### config.mk
export PLATFORM = sky130hd
export DESIGN_NAME = instr_fetch
export DESIGN_NICKNAME = d
export VERILOG_FILES = /design/src/rtl/instr_fetch.sv
export SDC_FILE = /design/constraint.sdc
export NUM_CORES = 1
export LEC_CHECK = 0
export CELL_PAD_IN_SITES_DETAIL_PLACEMENT = 1
export CELL_PAD_IN_SITES_GLOBAL_PLACEMENT = 1
export CORE_ASPECT_RATIO = 1.5
export CORE_UTILIZATION = 35
export DETAILED_ROUTE_END_ITERATION = 12
export HOLD_SLACK_MARGIN = 0.06
export PLACE_DENSITY_LB_ADDON = 0.1
export SLEW_MARGIN = 15
export SYNTH_ARGS = -nofsm -noshare
export SYNTH_HDL_FRONTEND = slang
export SYNTH_SLANG_ARGS = --single-unit
### constraint.sdc
create_clock -name clk -period 6.3 [get_ports clk]
set_input_delay 0.63 -clock clk [delete_from_list [all_inputs] [get_ports clk]]
set_output_delay 0.63 -clock clk [all_outputs]
set_load 0.005 [all_outputs]
### src/rtl/instr_fetch.sv
// -----------------------------------------------------------------------------
// instr_fetch
//
// Instruction-fetch front end. Drives a word address to a combinational
// instruction memory, captures the returned word together with its address
// into a small prefetch FIFO, and hands entries to decode over a valid/ready
// handshake. Supports a fetch enable and a single-cycle PC redirect that
// flushes everything in flight. Counts instructions accepted by decode.
//
// Ports:
//   clk             system clock, rising edge
//   rst             synchronous, active-high reset
//   imem_addr       word address to instruction memory (equals pc_q)
//   imem_data       instruction word for imem_addr, same cycle
//   fetch_en        1 = fetching allowed, 0 = PC frozen and no pushes
//   redirect_valid  1-cycle pulse: flush and restart fetch at redirect_addr
//   redirect_addr   redirect target word address
//   out_valid       FIFO head holds a valid instruction
//   out_ready       decode accepts the head this cycle
//   out_instr       instruction at the FIFO head (0 when empty)
//   out_pc          word address of out_instr (0 when empty)
//   fetch_count     instructions accepted by decode, saturating at 16'hFFFF
// -----------------------------------------------------------------------------
module instr_fetch #(
  parameter int ADDR_W = 6,
  parameter int DATA_W = 32,
  parameter int DEPTH  = 2   // power of two, at least 2
) (
  input  logic              clk,
  input  logic              rst,
  output logic [ADDR_W-1:0] imem_addr,
  input  logic [DATA_W-1:0] imem_data,
  input  logic              fetch_en,
  input  logic              redirect_valid,
  input  logic [ADDR_W-1:0] redirect_addr,
  output logic              out_valid,
  input  logic              out_ready,
  output logic [DATA_W-1:0] out_instr,
  output logic [ADDR_W-1:0] out_pc,
  output logic [15:0]       fetch_count
);

  localparam int PTR_W = $clog2(DEPTH);
  localparam int CNT_W = $clog2(DEPTH + 1);
  localparam logic [CNT_W-1:0] FULL = CNT_W'(DEPTH);

  // Architectural state
  logic [ADDR_W-1:0] pc_q, pc_d;
  logic [PTR_W-1:0]  rd_ptr_q, rd_ptr_d;
  logic [PTR_W-1:0]  wr_ptr_q, wr_ptr_d;
  logic [CNT_W-1:0]  count_q, count_d;
  logic [15:0]       fetch_count_q, fetch_count_d;

  // FIFO storage
  logic [ADDR_W-1:0] pc_mem    [DEPTH];
  logic [DATA_W-1:0] instr_mem [DEPTH];

  logic pop_req;
  logic pop;
  logic push;

  assign out_valid   = (count_q != '0);
  assign imem_addr   = pc_q;
  assign fetch_count = fetch_count_q;
  // Empty FIFO presents zeros rather than stale storage contents.
  assign out_instr   = out_valid ? instr_mem[rd_ptr_q] : '0;
  assign out_pc      = out_valid ? pc_mem[rd_ptr_q]    : '0;

  always_comb begin
    // NOTE: every output of this block gets a default first, so no path
    // leaves a signal unassigned and no latch is inferred.
    pc_d          = pc_q;
    rd_ptr_d      = rd_ptr_q;
    wr_ptr_d      = wr_ptr_q;
    count_d       = count_q;
    fetch_count_d = fetch_count_q;

    pop_req = out_valid & out_ready;
    // A full FIFO may still accept a word when the head leaves this cycle.
    push    = fetch_en & ~redirect_valid & ((count_q != FULL) | pop_req);
    // Redirect kills the handshake: the head is flushed, not delivered.
    pop     = pop_req & ~redirect_valid;

    if (redirect_valid) begin
      pc_d     = redirect_addr;
      rd_ptr_d = '0;
      wr_ptr_d = '0;
      count_d  = '0;
    end else begin
      if (push) begin
        pc_d     = pc_q + 1'b1;      // wraps modulo 2^ADDR_W
        wr_ptr_d = wr_ptr_q + 1'b1;  // DEPTH is a power of two
      end
      if (pop) begin
        rd_ptr_d = rd_ptr_q + 1'b1;
        if (fetch_count_q != 16'hFFFF) begin
          fetch_count_d = fetch_count_q + 16'd1;
        end
      end
      case ({push, pop})
        2'b10:   count_d = count_q + 1'b1;
        2'b01:   count_d = count_q - 1'b1;
        default: count_d = count_q;
      endcase
    end
  end

  // NOTE: sequential state uses non-blocking assignments so every register
  // samples pre-edge values regardless of block evaluation order.
  always_ff @(posedge clk) begin
    if (rst) begin
      pc_q          <= '0;
      rd_ptr_q      <= '0;
      wr_ptr_q      <= '0;
      count_q       <= '0;
      fetch_count_q <= '0;
    end else begin
      pc_q          <= pc_d;
      rd_ptr_q      <= rd_ptr_d;
      wr_ptr_q      <= wr_ptr_d;
      count_q       <= count_d;
      fetch_count_q <= fetch_count_d;
    end
  end

  // NOTE: storage is deliberately not reset; occupancy gates every read, so
  // a reset only has to clear the pointers and count.
  always_ff @(posedge clk) begin
    if (push && !rst) begin
      pc_mem[wr_ptr_q]    <= pc_q;
      instr_mem[wr_ptr_q] <= imem_data;
    end
  end

endmodule

==> impl_results.md, run 1 <==
- Synthesized net count: 368
- Area leader, netlist: edfxtp_1
- Post-route ant nets: 0
- Worst VDD drop: 0.000120 V
- CP endpoint: out_instr[5]
- Tmin final: 2.78 ns
- Clock root buffer: clkbuf_16
- Status: finished clean
- Final Hold Vio Count: 0
- Post-synth EDFFs: 76
- Total Wirelength: 9.41 mm
- Tcrit/Tclk final: 44.1%
- Post-synth top area share: 54.2%
- Die area: 12500 sq um
- Ranking of synthesized cells by area: edfxtp_1 (54%), dfxtp_1 (13%), mux2i_1 (9.0%)
- Fraction of registers with async set/reset: 0%
- Vias in the first global route: 3035
- Flop-to-flop setup slack: 4.08 ns
- Number of fillers in the final layout: 1232
- PwrDens: 251 nW/um^2
- Port Buffer Count: 103
- Most common cell in the netlist: edfxtp_1
- Post-CTS setup buffers: 0
- Hold Buf Count CTS: 0
- Total number of vias: 2908
- CP Launch Type: register
- CTS H-tree depth: 3
- Clk sinks: 103
- Total iterations of the first detailed-routing run: 4
- FF/Latch Area: 2820 sq um
- Reg-to-Reg End: fetch_count[14]
- 1st-iter DRT viols: 82
- Crit path max fanout: 39
- Setup tns final: 0 ns
- CP required: 5.67 ns
- First-pass GRT wire length: 15.3 mm
- Critical path class: register to primary output
- Cell internal pwr: 1150 uW
- Max Slew Vio Count: 0
- Max-cap violations: 0
- FF-to-FF Start: fetch_count[0]
- Routability cong.: 0.751
- DRC Markers: 0
- Post-synth top flop: edfxtp_1
- Busiest grt layer: met2
- GRT Total Usage: 15.8%
- Post-synthesis cell area: 4210 sq um
- Register bit total from synthesis: 103
- Max frequency: 0.360 GHz
- Clock-pin transition on the worst setup and hold timing paths: 0.07 ns
- Post-CTS Resized: 0
- GR Layer Usage met3: 3.64%
- CP endpoint kind: primary output
- Clock latency at the later pin of the worst-skew pair: 0.33 ns
- Worst hold path type: register to register
- TritonCTS Buffers: 9
- Row count: 48
- Final setup fails: 0
- Area added between synthesis and finish: 36.6%
- Share of cells above drive strength 1: 7.69%
- Sequential area share after synthesis: 67.0%
- Met2 Track Usage GR: 29.1%
- Placed Area: 5420 sq um
- RSZ-0062 raised after global routing: no
- Post-synth top cells: edfxtp_1 (76), nor2_1 (50), mux2i_1 (38)
- Detail-routed via count per cell: 5.02
- CORE AREA: 11600 sq um
- Switch Pwr: 298 uW
- Cells after Synth: 322
- Initial antenna violation count: 0
- Leak pwr: 0.00183 uW
- Reg2reg path depth: 5
- Chip Width: 91.6 um
- CTS tree: yes
- Post-detail-place hpwl: 6.20 mm
- Seq pwr share: 51.9%
- Worst rel slew slack: 37.3%
- Start point of the critical path: count_q[0]
- Largest net degree at the start of global routing: 40
- Max Root-Sink Buffers: 2
- Fin area: 5750 sq um
- Crit path DAT: 2.15 ns
- Combinational cell fraction of total power: 6.3%
- # diodes: 0
- Syn avg cell area: 13.1 sq um
- Setup Skew: 0.00541 ns
- Starting Density: 36.3%
- Grt met1 use: 18.1%
- Top-Level Pins: 104
- Final net count: 470
- Area of the multi-input gates: 1320 sq um
- Overall die height: 136 um
- Synth warn: 0
- Least-Margin Pin Slew: 0.939 ns
- Avg WL per Cell: 16.3 um
- Synth unique cells: 36
- Sw frac: 20.6%
- Clock share of power: 41.8%
- GRT overflow: 0
## worst min path at each step
stage | slack (ns) | cells after the start | from | to
2_1_floorplan | 0.48 | 2 | fetch_count[7] | fetch_count[7]
3_3_place_gp | 0.49 | 0 | imem_addr[5] | pc_mem[0][5]
3_5_place_dp | 0.49 | 0 | imem_addr[5] | pc_mem[0][5]
4_1_cts | 0.51 | 0 | imem_addr[5] | pc_mem[0][5]
5_1_grt | 0.53 | 0 | imem_addr[5] | pc_mem[0][5]
6_report | 0.51 | 0 | imem_addr[5] | pc_mem[0][5]
## cells by family after synthesis
| group | count (synthesis) | synth area share, % |
|---|---|---|
| DFF | 103 | 67.0 |
| buffers and inverters | 22 | 1.99 |
| AOI/OAI and AO/OA | 33 | 4.90 |
| and+or+nand+nor | 109 | 13.0 |
| xor gates and xnor gates | 10 | 2.08 |
| adders and majority gates | 3 | 0.892 |
| muxes | 42 | 10.1 |
## stage by stage
step	hold slack [ns]	std cells	util (%)	setup slack (ns)	total power, uW
2_1_floorplan	0.481	322	-	0.675	797
3_3_place_gp	0.487	563	46.8	3.30	856
3_5_place_dp	0.491	563	46.8	3.20	858
4_1_cts	0.513	579	49.6	3.44	1460
5_1_grt	0.528	579	49.6	3.30	1490
6_report	0.507	579	49.6	3.52	1440
## routing by layer
metal	up-vias	wire [um]
met5	-	0
met2	71	4930
li1	1399	-
met3	9	451
met4	0	122
met1	1429	3910
## state kept, by name (all words and copies together) (netlist names), named ones only
signal       flops
instr_mem       64
fetch_count     16
pc_mem          12
wr_ptr_q         1
rd_ptr_q         1
count_q          2
imem_addr        6
## power by group through the flow
stage | logic [uW] | registers [uW] | clock network, uW
after floorplan | 32.4 | 765 | 0
after global placement | 91.1 | 765 | 0
after detailed placement | 92.6 | 766 | 0
after CTS | 93.5 | 750 | 618
after global routing | 100 | 752 | 639
final | 91.2 | 750 | 603
## worst max-delay path, stage by stage (launching register included)
cell             delay, ns
dfxtp_1               0.40
nor2_4                0.74
nor2_1                0.15
clkdlybuf4s50_1       0.50
## cell usage in the layout (no fill, tap or decap), types with 2 or more instances in the layout
cell / count
nor3_1: 6
dfxtp_1: 26
a211oi_1: 4
clkbuf_16: 9
clkdlybuf4s50_1: 103
inv_1: 5
mux2i_1: 38
nor2b_1: 4
nand3_1: 7
xor2_1: 7
or3_1: 4
and4_1: 2
xnor2_1: 3
ha_1: 3
a311oi_1: 2
o21ai_0: 5
o31ai_1: 7
or4_1: 7
mux2_2: 4
clkinv_4: 2
nor2_1: 49
inv_6: 2
a21oi_1: 13
edfxtp_1: 76
nor4_1: 5
buf_4: 5
nand2_1: 7
bufinv_16: 2
and3_1: 2
nand4_1: 7
## final cells by class
class	instances	share of cell area [%]
Clock buffer	9	3.92
Clock inverter	7	1.78
Inverter	5	0.326
Multi-Input combinational cell	197	23.0
Sequential cell	103	49.1
Tap cell	150	3.26
Timing Repair Buffer	108	18.6
Power figures use the tool's default switching activity.
==> run 2: changes to the inputs <==
Clock period 6.3 ns to 2.4 ns, I/O delays scaled along.
==> run 2 against run 1 <==
Register-to-register slack worse by 3.9 ns; sequential share of layout area decreased by 0.64 points; die area is the same; combinational power grew to 2.8 times the previous value; setup slack worse by 3.3 ns; via count down 0.14%; final cell count increased by 1.4%; critical endpoint is now fetch_count[14].
==> impl_results.md, run 2 (same netlist as run 1, synthesis figures left out) <==
- Max Slew Vio Count: 0
- Hold Buf Count CTS: 0
- Met1 wire length: 3.67 mm
- Setup tns final: 0 ns
- Total iterations of the first detailed-routing run: 4
- Detail-routed via count per cell: 4.95
- Share of cells above drive strength 1: 10.1%
- Util after Layout: 50.3%
- Top-Level Pins: 104
- Crit path max fanout: 8
- Tcrit/Tclk final: 92.2%
- Total number of vias: 2904
- CTS H-tree depth: 3
- Worst rel slew slack: 65.1%
- Most used cell, CP: or4_1
- Critical path class: register to register
- CP required: 2.67 ns
- CTS tree: yes
- Clock root buffer: clkbuf_16
- DRC Markers: 0
- Initial antenna violation count: 0
- Avg WL per Cell: 15.9 um
- Flop-to-flop setup slack: 0.19 ns
- Final Hold Vio Count: 0
- Most common cell after layout, fill and taps aside: clkdlybuf4s50_1
- CP delay by family, top: simple AND/OR/NAND/NOR gates
- Final setup fails: 0
- CP Launch Type: register
- Port Buffer Count: 103
- Leak pwr: 0.00187 uW
- PnR Total Power: 3630 uW
- Final net count: 478
- Reg2reg path depth: 5
- Critical path cell sequence: ha_1 -> nand3_2 -> or4_1 -> or4_1 -> a21oi_1
- Hold depth: 1
- Hold Crit Start: imem_data[15]
- Clock-pin transition on the worst setup and hold timing paths: 0.07 ns
- Overall die height: 136 um
- Crit path DAT: 2.49 ns
- Post-route ant nets: 0
- GRT Total Usage: 15.6%
- Tmin final: 2.21 ns
- FF-to-FF Start: fetch_count[0]
- Metal3 WL: 394 um
- Least-Margin Pin Slew: 0.520 ns
- Post-CTS Resized: 0
- CORE AREA: 11600 sq um
- Vias in the first global route: 3054
- Chip Width: 91.6 um
- Post-CTS setup buffers: 0
- Top sig layer: met4
- Routability cong.: 0.783
- Worst path max stage delay: 0.64 ns
- Clk sinks: 103
- Max frequency: 0.452 GHz
- Worst VDD drop: 0.000357 V
- Worst Hold End: instr_mem[0][15]
- # diodes: 0
- TritonCTS Buffers: 9
- Final worst setup slack: 0.188 ns
- Die area: 12500 sq um
- Post-detail-place hpwl: 6.45 mm
- Worst Path Buf+Inv: 0
- Max Root-Sink Buffers: 2
- Largest net degree at the start of global routing: 40
- Most flops, register: instr_mem
- Starting Density: 36.3%
- Max-cap violations: 0
- Status: finished clean
- Max reg flops: 64
- Worst path slowest cell: or4_1
- CP endpoint kind: register
- DP Worst Slack: 0.182 ns
- First-pass GRT wire length: 14.9 mm
- Worst hold margin: 0.475 ns
- Most frequent cells in the layout: clkdlybuf4s50_1 (103), edfxtp_1 (76), nor2_1 (49), mux2i_1 (38), dfxtp_1 (24)
- Reg-to-Reg End: fetch_count[14]
- 1st-iter DRT viols: 71
- Worst hold path type: input port to register
- Area added between synthesis and finish: 38.5%
- Clock latency at the later pin of the worst-skew pair: 0.34 ns
- Setup Skew: 0.00710 ns
- Row count: 48
- Total Wirelength: 9.35 mm
- PwrDens: 622 nW/um^2
- Met2 routed WL: 5.15 mm
- RSZ-0062 raised after global routing: no
- GRT overflow: 0
-- run 2: through the flow --
stage / instances / area [sq um]
after floorplan: 322 / 4270
after global placement: 571 / 5540
after detailed placement: 571 / 5540
after CTS: 587 / 5830
after global routing: 587 / 5830
final: 587 / 5830
-- run 2: worst max-delay path by stage --
stage / startpoint / cells after the start / slack [ns] / endpoint
after floorplan: count_q[1] / 4 / -0.09 / instr_mem[1][0]
after global placement: out_ready / 5 / 0.19 / fetch_count[14]
after detailed placement: out_ready / 5 / 0.18 / fetch_count[14]
after CTS: fetch_count[0] / 5 / 0.18 / fetch_count[14]
after global routing: fetch_count[0] / 5 / 0.05 / fetch_count[14]
final: fetch_count[0] / 5 / 0.19 / fetch_count[14]
-- run 2: where the power goes --
part | internal, uW | switching (uW)
Sequential | 1950 | 23.7
Combinational | 147 | 107
Clock | 729 | 671
Total | 2820 | 802
-- run 2: layout make-up --
class	instances	area [sq um]
fillers	1187	5760
clock buffers	9	225
inverters	5	18.8
repair buffers	116	1150
flip-flops and latches	103	2830
multi-input cells	197	1360
well taps	150	188
clock inverters	7	62.6
-- run 2: worst reg2reg max path, stage by stage, from the launching register on --
cell and delay, ns:
dfxtp_1 0.42, ha_1 0.24, nand3_2 0.15, or4_1 0.64
or4_1 0.54, a21oi_1 0.15
-- run 2: routing by layer --
layer  GRT usage [%]  up-vias
li1                -     1423
met1            16.8     1410
met2            29.5       64
met3            3.13        7
met4            6.08        0
met5               0        -
